$ cat config.mk
export PLATFORM = sky130hd
export DESIGN_NAME = bus_unit
export DESIGN_NICKNAME = d
export VERILOG_FILES = /design/src/rtl/bus_unit.sv
export SDC_FILE = /design/constraint.sdc
export NUM_CORES = 1
export LEC_CHECK = 0
export ABC_AREA = 1
export BUFFER_PORTS_ARGS = -buffer_cell sky130_fd_sc_hd__buf_2
export CAP_MARGIN = 20
export CORE_ASPECT_RATIO = 1.2
export CORE_MARGIN = 5
export CORE_UTILIZATION = 44
export DETAILED_ROUTE_END_ITERATION = 6
export PLACE_DENSITY = 0.82
export SLEW_MARGIN = 5
export SYNTH_ARGS = -nofsm -noshare
export SYNTH_HDL_FRONTEND = slang
export SYNTH_SLANG_ARGS = --single-unit
export TNS_END_PERCENT = 20
$ cat constraint.sdc
create_clock -name clock -period 1.1 [get_ports clock]
set_input_delay 0.22 -clock clock [delete_from_list [all_inputs] [get_ports clock]]
set_output_delay 0.22 -clock clock [all_outputs]
set_load 0.05 [all_outputs]
$ cat src/rtl/bus_unit.sv
// bus_unit -- bridges a clock-enabled byte core onto a request/ready memory bus.
// Each core cycle becomes exactly one memory access. The core is held, with
// core_ce low, until that access completes or times out.
// Optional feature: define BUS_POSTED_WRITE_EN to add a one-entry posted
// write buffer. With the buffer, a write completes for the core in two clocks
// and is drained to memory in the background.
module bus_unit #(
   parameter int unsigned TIMEOUT = 255,
   parameter logic [7:0]  RD_FILL = 8'hFF
) (
   input  logic        clock,
   input  logic        reset_n,
   input  logic [19:0] core_address,
   input  logic [7:0]  core_out,
   input  logic        core_wren,
   output logic [7:0]  core_in,
   output logic        core_ce,
   output logic [19:0] mem_address,
   output logic [7:0]  mem_wdata,
   output logic        mem_req,
   output logic        mem_we,
   input  logic [7:0]  mem_rdata,
   input  logic        mem_ready,
   output logic        bus_error
);

   typedef enum logic [1:0] {
      IDLE = 2'd0,
      REQ  = 2'd1,
      DONE = 2'd2
   } state_t;

   // The counter value seen in the last waiting cycle before an abort
   localparam logic [7:0] TMO_LAST = 8'(TIMEOUT - 32'd1);

   state_t       state_r;
   state_t       next_state_s;
   logic [7:0]   wait_cnt_r;
   logic [7:0]   core_in_r;
   logic [19:0]  mem_address_r;
   logic [7:0]   mem_wdata_r;
   logic         mem_we_r;
   logic         bus_error_r;
   logic         core_ce_s;
   logic         mem_req_s;

   logic         fsm_req_s;   // FSM is running a read/write access
   logic         drain_s;     // posted write buffer is draining
   logic         bus_busy_s;  // some access currently owns mem_req
   logic         timeout_s;   // the active access hits its wait limit this cycle
   logic         capture_s;   // IDLE may accept the core's request this cycle
   logic         post_s;      // accepted request goes into the posted buffer
   logic         load_s;      // request parameters are captured this cycle

   assign fsm_req_s  = (state_r == REQ);
   assign bus_busy_s = fsm_req_s | drain_s;
   // A ready in the last allowed cycle completes the access, so ready masks the abort
   assign timeout_s  = bus_busy_s & ~mem_ready & (wait_cnt_r == TMO_LAST);
   assign load_s     = (state_r == IDLE) & capture_s;

`ifdef BUS_POSTED_WRITE_EN
   logic buf_valid_r;

   // The buffered write owns the bus while valid; reads and writes wait for it
   assign drain_s   = buf_valid_r;
   assign capture_s = ~buf_valid_r;
   assign post_s    = core_wren;

   // Posted write buffer occupancy: filled from IDLE, emptied on drain completion or abort
   always_ff @(posedge clock or negedge reset_n) begin
      if (!reset_n) begin
         buf_valid_r <= 1'b0;
      end else if (load_s && post_s) begin
         buf_valid_r <= 1'b1;
      end else if (drain_s && (mem_ready || timeout_s)) begin
         buf_valid_r <= 1'b0;
      end else begin
         buf_valid_r <= buf_valid_r;
      end
   end
`else
   assign drain_s   = 1'b0;
   assign capture_s = 1'b1;
   assign post_s    = 1'b0;
`endif

   // State register
   always_ff @(posedge clock or negedge reset_n) begin
      if (!reset_n) begin
         state_r <= IDLE;
      end else begin
         state_r <= next_state_s;
      end
   end

   // Next-state logic: IDLE -> REQ (or DONE for a posted write) -> DONE -> IDLE
   always_comb begin
      next_state_s = state_r;
      case (state_r)
         IDLE: begin
            if (capture_s) begin
               if (post_s) begin
                  next_state_s = DONE;
               end else begin
                  next_state_s = REQ;
               end
            end else begin
               next_state_s = IDLE;
            end
         end
         REQ: begin
            if (mem_ready || timeout_s) begin
               next_state_s = DONE;
            end else begin
               next_state_s = REQ;
            end
         end
         DONE: begin
            next_state_s = IDLE;
         end
         default: begin
            next_state_s = IDLE;
         end
      endcase
   end

   // Output decode: the core advances only in DONE; mem_req follows any bus owner
   always_comb begin
      core_ce_s = 1'b0;
      mem_req_s = bus_busy_s;
      case (state_r)
         IDLE:    core_ce_s = 1'b0;
         REQ:     core_ce_s = 1'b0;
         DONE:    core_ce_s = 1'b1;
         default: core_ce_s = 1'b0;
      endcase
   end

   // Wait counter: cleared when an access starts, counts the cycles without ready
   always_ff @(posedge clock or negedge reset_n) begin
      if (!reset_n) begin
         wait_cnt_r <= 8'd0;
      end else if (load_s) begin
         wait_cnt_r <= 8'd0;
      end else if (bus_busy_s && !mem_ready) begin
         wait_cnt_r <= wait_cnt_r + 8'd1;
      end else begin
         wait_cnt_r <= wait_cnt_r;
      end
   end

   // Memory-side request parameters: loaded only in IDLE, so frozen while mem_req is high
   always_ff @(posedge clock or negedge reset_n) begin
      if (!reset_n) begin
         mem_address_r <= 20'd0;
         mem_wdata_r   <= 8'd0;
         mem_we_r      <= 1'b0;
      end else if (load_s) begin
         mem_address_r <= core_address;
         mem_wdata_r   <= core_out;
         mem_we_r      <= core_wren;
      end else begin
         mem_address_r <= mem_address_r;
         mem_wdata_r   <= mem_wdata_r;
         mem_we_r      <= mem_we_r;
      end
   end

   // Read data to the core: memory byte on completion, fill byte on abort, held otherwise
   always_ff @(posedge clock or negedge reset_n) begin
      if (!reset_n) begin
         core_in_r <= 8'h00;
      end else if (fsm_req_s && !mem_we_r && mem_ready) begin
         core_in_r <= mem_rdata;
      end else if (fsm_req_s && !mem_we_r && timeout_s) begin
         core_in_r <= RD_FILL;
      end else begin
         core_in_r <= core_in_r;
      end
   end

   // Bus error: one-cycle pulse for every aborted access
   always_ff @(posedge clock or negedge reset_n) begin
      if (!reset_n) begin
         bus_error_r <= 1'b0;
      end else begin
         bus_error_r <= timeout_s;
      end
   end

   assign core_in     = core_in_r;
   assign core_ce     = core_ce_s;
   assign mem_address = mem_address_r;
   assign mem_wdata   = mem_wdata_r;
   assign mem_we      = mem_we_r;
   assign mem_req     = mem_req_s;
   assign bus_error   = bus_error_r;

endmodule

======== Word-level counts from Yosys, hierarchy flattened ========
Cells that the tools add are included.
operators by class
  $add $sub $neg .......................... 1
  bitwise operators ....................... 3
  equal/unequal tests ..................... 3
  reduce and logical (&&, ||, !) cells .... 10
  multiplexer cells ....................... 7
operators by type and width
  kind                                                  count
  2-to-1 mux 8 bit                                      4
  adder 8 x 1 -> 8 bit (second input constant)          1
  equality test 8 bit (second input constant)           1
  logical AND 1 bit                                     4
  case mux 2 bit (2 select lines)                       1
  nonzero test 2 bit                                    2
  bitwise AND 1 bit                                     2
  equality test 2 x 1 -> 1 bit (second input constant)  1
  equality test 2 bit (second input constant)           1
  logical NOT 1 bit                                     2
  logical NOT 2 bit                                     1
  2-to-1 mux 2 bit                                      1
  logical OR 1 bit                                      1
  2-to-1 mux 1 bit                                      1
  inverter 1 bit                                        1
storage, ports and cells
  output and inout bits ................... 40
  logic and storage cells ................. 31
  flip-flop bits (word level) ............. 48
  input port bits ......................... 40

======== Depth between registers and ports, before layout ========
Gate-level depths: netlist of run 1.
  word-level depth ........................ 6
  depth in mapped cells ................... 8
  depth with buffers taken out ............ 8

======== Least setup slack after synthesis of run 1 ========
No wires, ideal clock.
  path type ............................... register -> register
  from .................................... register state_r[0]
  to ...................................... register wait_cnt_r[3]
  stages on the path, launching flop included .. 7
  data required time ...................... 976 ps
  clock period less this slack ............ 1,372 ps
  arrival time ............................ 1,248 ps
  library setup time ...................... 124 ps
  slack ................................... -272 ps
  path buffers ............................ 0
  cells stage by stage .................... dfrtp_1 inv_2 nor2_4 nand2_2 or2_0 nand3_1 o21ai_1
on the way
  cells in the longest elaborated chain, start to end .. 3
  elaborated cells on any way between the ends .. 5
  classes of those cells .................. 1 x eq/ne; 1 x mux; 3 x reduce/logical
ends and longest elaborated chain
  item                          line  text
  from (decl)                   36    state_t state_r;
  from (signal assigned)        92    state_r <= next_state_s;
  equality test 2 x 1 -> 1 bit  55    assign fsm_req_s = (state_r == REQ);
  named net mem_req             20    output logic mem_req,
  logical AND 1 bit             145   end else if (bus_busy_s && !mem_ready) begin
  nonzero test 2 bit (no line)  -
  to (signal assigned)          146   wait_cnt_r <= wait_cnt_r + 8'd1;
  to (signal assigned)          148   wait_cnt_r <= wait_cnt_r;
  to (decl)                     38    logic [7:0] wait_cnt_r;
The timed path passes the listed nets, and every way through them passes these cells.
A chain may end at the register's enable or synchronous reset.

======== Worst setup path in the final report of run 1 ========
  from .................................... register state_r[0]
  to ...................................... output mem_req
on the way
  cells in the longest elaborated chain, start to end .. 1
ends and longest elaborated chain
  item                          line
  equality test 2 x 1 -> 1 bit  55
  to (decl)                     20
No other way between the ends.

==> results.ini, run 1 <==
[outcome]
outcome=finished with violations
violations=setup timing

[sta]
tns_ns=-6.54
rsz0062_at_grt=true
worst_slew_pin_slew_ns=0.345
slew_viol_final=0
post-route-period-util=1.22
hold_violations=0
finalSetupViolations=58
slew_headroom=0.770
worst_slack_ns=-0.237
fmax_mhz=748
skew_ns=0.0115
whs_ns=0.104
period_needed_ns=1.34

[placed_design]
numPortBuffers=79
place_congestion=0.809
dp_hpwl_microns=3860
place_ws_ns=-0.245

[detailed_routing]
drtPass1Iterations=4
first_iter_violations=137
remaining_drc_errors=0
via_per_inst=4.96
vias=2132
ant_nets=0
post_drt_wl_per_cell_microns=14.6
drt-total-wl_microns=6270

[yosys]
syn_inst=252
synth_area_sq_mm=0.00212
synth_compound_area_frac=0.0271
synth_top_family_by_area=simple AND/OR/NAND/NOR gates
syn-num-nets=294
synth_warnings=0
synth_cell_types=22
ys_top_cells_by_area=dfrtp_1 57%, nand2_1 21%, nand3_1 5.9%
synthSimpleGateAreaFrac=0.334
synth.area.mux_share=0
synth_xor_area_frac=0.00413
post_synth.cell_area_avg_sq_um=8.42
yosysTopAreaCellShare=0.566
synth_seq_area_share=0.566
yosys.area.top_type=dfrtp_1
synth_fa_ha_area_frac=0.0118
ys_ff_latch=48

[cells_and_area]
final_cell_mix=109 x nand2_1, 46 x dfrtp_1, 46 x buf_6
fill_cells=271
drive_gt1_frac=0.473
area_growth_pct=67.0
layout_commonest_cell=nand2_1
seqCellArea_sq_mm=0.00120
multiInputGateArea_sq_mm=0.00102
antennaDiodeCount=0
layout.nets=413

[clock_tree]
numClockSinks=48
cts_tree=built
cts_buffer_depth=2
numCtsBuffers=5
htree_levels=2
path_clk_slew_ns=0.09
insertion_delay_ns=0.30
cts_root_buf=clkbuf_8

[setup_path]
path_class=register to output port
worst_setup_path_start_kind=register
cp_max_fo=3
endpoint_kind=output port
reg2reg_slack_ns=-0.22
worst-endpoint-arrival_ns=1.12
worstPathRequired_ns=0.88

[power_and_ir_drop]
combPwrFrac=0.642
power_mw=11.9
switchingPower_mw=5.93
switching_share=0.499
internal-power_mw=5.96
clock_power_share=0.089
p_leak_nw=1.88
peakVddDrop_mv=2.70
power_density_mw_per_mm2=3350
pwr-share-seq=0.269

[floorplanning]
num_rows=27
pin_count=80
die_w_microns=73.4
core-area_sq_mm=0.00463
initial_core_util=0.459
dieArea_sq_mm=0.00632
die_h_microns=86.1

[grt]
grt_pass1_vias=2288
grt_usage=0.207
grt_max_degree=23
grt_pass1_wl_microns=10400
overflow=0
antenna_found_initial=0

[run]
max_cap_viol_count=0

[worst_hold_path]
hold_class=input port to register

-- final timing paths --
kind                                        startpoint                           to  cells after the start
max in group asynchronous                      reset_n         state_r[0]$_DFF_PN0_                      3
max reg2reg                       state_r[1]$_DFF_PN0_       core_in[6]$_DFFE_PN0P_                      7
min reg2reg                mem_address[13]$_DFFE_PN0P_  mem_address[13]$_DFFE_PN0P_                      2
min                                        core_out[7]     mem_wdata[7]$_DFFE_PN0P_                      3
min in group asynchronous                      reset_n     mem_wdata[1]$_DFFE_PN0P_                      2
max                               state_r[0]$_DFF_PN0_                      mem_req                      3
-- timing repair --
item	CTS	global route
hold buffers	1	0
gates cloned	3	0
pin swaps	18	11
endpoints found under the hold margin	11	0
setup endpoints to repair	88	87
buffers inserted	5	2
gates resized for setup	124	25
-- flip-flops by register name, indices dropped and copies added, names as in the netlist --
name / flops
mem_we: 1
bus_error: 1
wait_cnt_r: 8
mem_wdata: 8
core_in: 8
mem_address: 20
state_r: 2
-- cells by family (layout without fill, tap and decap cells) --
| logic type | Yosys count | in the layout |
|---|---|---|
| AND/OR/NAND/NOR | 162 | 163 |
| flip-flops | 48 | 48 |
| buffers and inverters | 28 | 147 |
| AO/OA/AOI/OAI | 11 | 11 |
| adder cells (fa/ha/maj) | 2 | 2 |
| XOR/XNOR | 1 | 1 |
-- layer usage --
metal | wire length (microns) | track usage | up-vias
li1 | - | - | 1018
met1 | 2410 | 0.260 | 1023
met2 | 3370 | 0.361 | 84
met3 | 433 | 0.0528 | 7
met4 | 61 | 0.0379 | 0
met5 | 0 | 0 | -
-- metrics by stage --
| step | cell area, sq um | instances | utilization |
|---|---|---|---|
| CTS | 3440 | 428 | 0.744 |
| floorplan | 2150 | 252 | - |
| detailed placement | 2830 | 411 | 0.611 |
| finish | 3540 | 430 | 0.766 |
| global route | 3540 | 430 | 0.766 |
| global placement | 2830 | 411 | 0.611 |
-- power by group through the flow --
stage / combinational [mW] / sequential (mW) / clock, mW
floorplan: 1.72 / 5.37 / 0
CTS: 7.31 / 3.15 / 1.09
global placement: 5.56 / 2.99 / 0
finish: 7.63 / 3.20 / 1.06
detailed placement: 5.67 / 2.99 / 0
global route: 8.06 / 3.27 / 1.16
-- cells in the mapped netlist (all sizes together) --
library cell    n
a21oi           3
buf             7
dfrtp          48
ha              2
inv            21
nand2         119
nand3          27
nand3b          1
nand4           1
nor2           12
nor3            1
o21ai           7
o21bai          1
or2             1
xnor2           1
-- final cells by class --
type	instances	share of cell area
Clock buffer	5	0.0194
Clock inverter	3	0.00600
Inverter	21	0.0244
Multi-Input combinational cell	177	0.289
Sequential cell	48	0.340
Tap cell	58	0.0205
Timing Repair Buffer	118	0.301
-- worst max-delay path, cell delays in order, from the launching register on --
cell     delay (ns)
dfrtp_2        0.45
inv_4          0.05
nor2_4         0.14
buf_8          0.16
Note: power is estimated with default switching activity, not from simulation.
==> run 2, diff against run 1 <==
- CORE_MARGIN: 5 -> not set
- PLACE_DENSITY: 0.82 -> 0.77
==> run 2 against run 1 <==
Effect of this change:
- critical path depth grew 5
- total power is 1.4% lower
- maximum frequency is 2.0% lower
- global-route usage grew 3.6 points
- flip-flop and latch count did not move
- routed wire length shrank 5.8%
- the run still ends with setup timing left
- clock skew shrank 0.0046 ns
- critical endpoint is now wait_cnt_r[6]$_DFFE_PN0P_
- largest power group unchanged
- highest routed layer unchanged
- core utilization decreased by 0.12 points
- clock-buffer cell count rose by 2
- hold slack gained 0.0059 ns
- clock power fell by 4%
==> results.ini, run 2 (same netlist as run 1, synthesis figures left out) <==
[floorplanning]
pin_count=80  ; unchanged
num_rows=27  ; unchanged
die_w_microns=65.4  ; -11%
die_h_microns=78.1  ; -9.3%
initial_core_util=0.462  ; +0.00337
dieArea_sq_mm=0.00511  ; -19%
core-area_sq_mm=0.00459  ; -0.73%

[setup_path]
crit_path_max_incr_delay_ns=0.41  ; -0.04 ns
r2r-start=state_r[1]$_DFF_PN0_
critPathCapture=wait_cnt_r[6]$_DFFE_PN0P_
cpMaxStageDelayCell=dfrtp_1
endpoint_kind=register
cp_max_fo=4  ; +1
critPathTopFamily=simple AND/OR/NAND/NOR gates
crit_start=state_r[1]$_DFF_PN0_
crit_buf_inv=3  ; +1
reg2reg_slack_ns=-0.26  ; -0.04 ns
cp_cell_sequence=inv_2, nand2_8, nor2_4, buf_6, buf_4, nand4_1, nand2_1, nor2_1
reg2reg_to=wait_cnt_r[6]$_DFFE_PN0P_
worst-endpoint-arrival_ns=1.56  ; +0.44 ns
r2r_cells=8  ; +1
cp.depth=8  ; +5
worstPathRequired_ns=1.30  ; +0.42 ns
worst_setup_path_start_kind=register
path_class=register to register

[cells_and_area]
antennaDiodeCount=0  ; unchanged
layout.nets=417  ; +0.97%
seqCellArea_sq_mm=0.00120  ; unchanged
multiInputGateArea_sq_um=960  ; -6.2%
final_cell_mix=112 x nand2_1, 49 x buf_6, 46 x dfrtp_1
drive_gt1_frac=0.444  ; -0.0290
largest_reg_flops=20  ; unchanged
area_growth_pct=65.6
fill_cells=304  ; +12%
layout_commonest_cell=nand2_1
finish.utilization=0.765  ; -0.00118
fin_area_sq_mm=0.00351  ; -0.88%

[sta]
fmax_mhz=733  ; -2.0%
rsz0062_at_grt=true
skew_ns=0.00696  ; -0.00459 ns
post-route-period-util=1.24  ; +0.0249
period_needed_ns=1.36  ; +0.0274 ns
finalSetupViolations=52  ; -10%
tns_ns=-7.53  ; -0.993 ns
worst_slew_pin_slew_ns=0.424  ; +0.0798 ns
worst_slack_ns=-0.264  ; -0.0274 ns
hold_violations=0  ; unchanged
slew_viol_final=0  ; unchanged
whs_ns=0.110  ; +0.00590 ns
slew_headroom=0.717  ; -0.0532

[clock_tree]
cts_tree=built
htree_levels=2  ; unchanged
path_clk_slew_ns=0.09  ; about the same
cts_root_buf=clkbuf_8
numClockSinks=48  ; unchanged
insertion_delay_ns=0.30  ; about the same
numCtsBuffers=5  ; unchanged
cts_buffer_depth=2  ; unchanged

[grt]
antenna_found_initial=0  ; unchanged
grt_pass1_vias=2077  ; -9.2%
grt_usage=0.243  ; +0.0358
overflow=0  ; unchanged
grt_pass1_wl_microns=9470  ; -9.3%
grt_max_degree=22  ; -4.3%

[power_and_ir_drop]
internal-power_mw=5.93  ; -0.48%
p_leak_nw=1.87  ; -0.54%
switching_share=0.494  ; -0.00489
switchingPower_mw=5.79  ; -2.4%
power_mw=11.7  ; -1.4%
power_density_mw_per_mm2=3330  ; -0.56%
peakVddDrop_mv=2.55  ; -5.3%
clock_power_share=0.087  ; -0.002
combPwrFrac=0.644  ; +0.002
pwr-share-seq=0.269  ; about the same

[detailed_routing]
first_iter_violations=94  ; -31%
ant_nets=0  ; unchanged
via_per_inst=4.85  ; -2.1%
remaining_drc_errors=0  ; unchanged
drtPass1Iterations=4  ; unchanged
post_drt_wl_per_cell_microns=13.6  ; -6.7%
drt-total-wl_microns=5910  ; -5.8%
vias=2107  ; -1.2%

[placed_design]
place_congestion=0.804  ; -0.59%
numPortBuffers=79  ; unchanged
dp_hpwl_microns=3540  ; -8.4%
place_area_sq_mm=0.00284  ; +0.35%

[outcome]
outcome=finished with violations
violations=setup timing

[worst_hold_path]
hold_class=input port to register
hold_depth=3  ; unchanged

[run]
max_cap_viol_count=0  ; unchanged

[run 2: cell types whose count changed in the layout (fill, tap and decap cells not counted), moves of 2 or more]
cell      delta
clkbuf_1     +2
buf_12       +3
nand3_1      +6
buf_6        +3
nand2_4      -6
nand2_1      +3
inv_6        -2
nand3_2      -6
o21ai_0      +2
nand2_8      +2
[run 2: layer usage]
layer	up-vias	track usage	routed length [microns]
met4	0	0.0783	144
li1	1023	-	-
met2	72	0.408	3110
met3	14	0.0625	285
met1	998	0.302	2370
met5	-	0	0
[run 2: power groups by stage]
| stage | sequential (mW) | combinational (mW) | clock (mW) |
|---|---|---|---|
| 2_1_floorplan | 5.37 | 1.72 | 0 |
| 3_3_place_gp | 2.98 | 5.57 | 0 |
| 3_5_place_dp | 2.97 | 5.70 | 0 |
| 4_1_cts | 3.10 | 7.13 | 1.05 |
| 5_1_grt | 3.23 | 7.99 | 1.09 |
| 6_report | 3.15 | 7.55 | 1.02 |
[run 2: timing repair]
| item | CTS | global route |
|---|---|---|
| hold buffers | 1 | 0 |
| gates resized for setup | 101 | 33 |
| endpoints found under the hold margin | 14 | 0 |
| cloned | 2 | 0 |
| endpoints found under the setup margin | 88 | 83 |
| buffers inserted | 8 | 6 |
| pin swaps | 9 | 12 |
[run 2: worst min path at each step]
| stage | from | to | slack [ns] |
|---|---|---|---|
| global placement | reset_n | mem_address[6]$_DFFE_PN0P_ | 0.17 |
| global route | core_out[5] | mem_wdata[5]$_DFFE_PN0P_ | 0.10 |
| floorplan | reset_n | bus_error$_DFF_PN0_ | -0.08 |
| detailed placement | reset_n | mem_address[6]$_DFFE_PN0P_ | 0.17 |
| CTS | core_address[1] | mem_address[1]$_DFFE_PN0P_ | 0.1 |
| finish | core_address[6] | mem_address[6]$_DFFE_PN0P_ | 0.11 |
[run 2: through the flow]
stage                     instances  setup WS (ns)
after CTS                       428         -0.267
after global routing            434         -0.327
after floorplan                 252         -0.262
after detailed placement        409         -0.190
final                           434         -0.264
after global placement          409         -0.155
[run 2: layout make-up]
class	count	share of cell area
repair buffers	122	0.317
flip-flops and latches	48	0.343
clock inverters	1	0.00142
inverters	21	0.0231
multi-input cells	177	0.273
clock buffers	7	0.0217
well taps	58	0.0207
[run 2: worst min-delay path: cells and delay by family]
kind                   cells  cell delay, ns
buffers and inverters      1            0.08
AND/OR/NAND/NOR            2            0.08
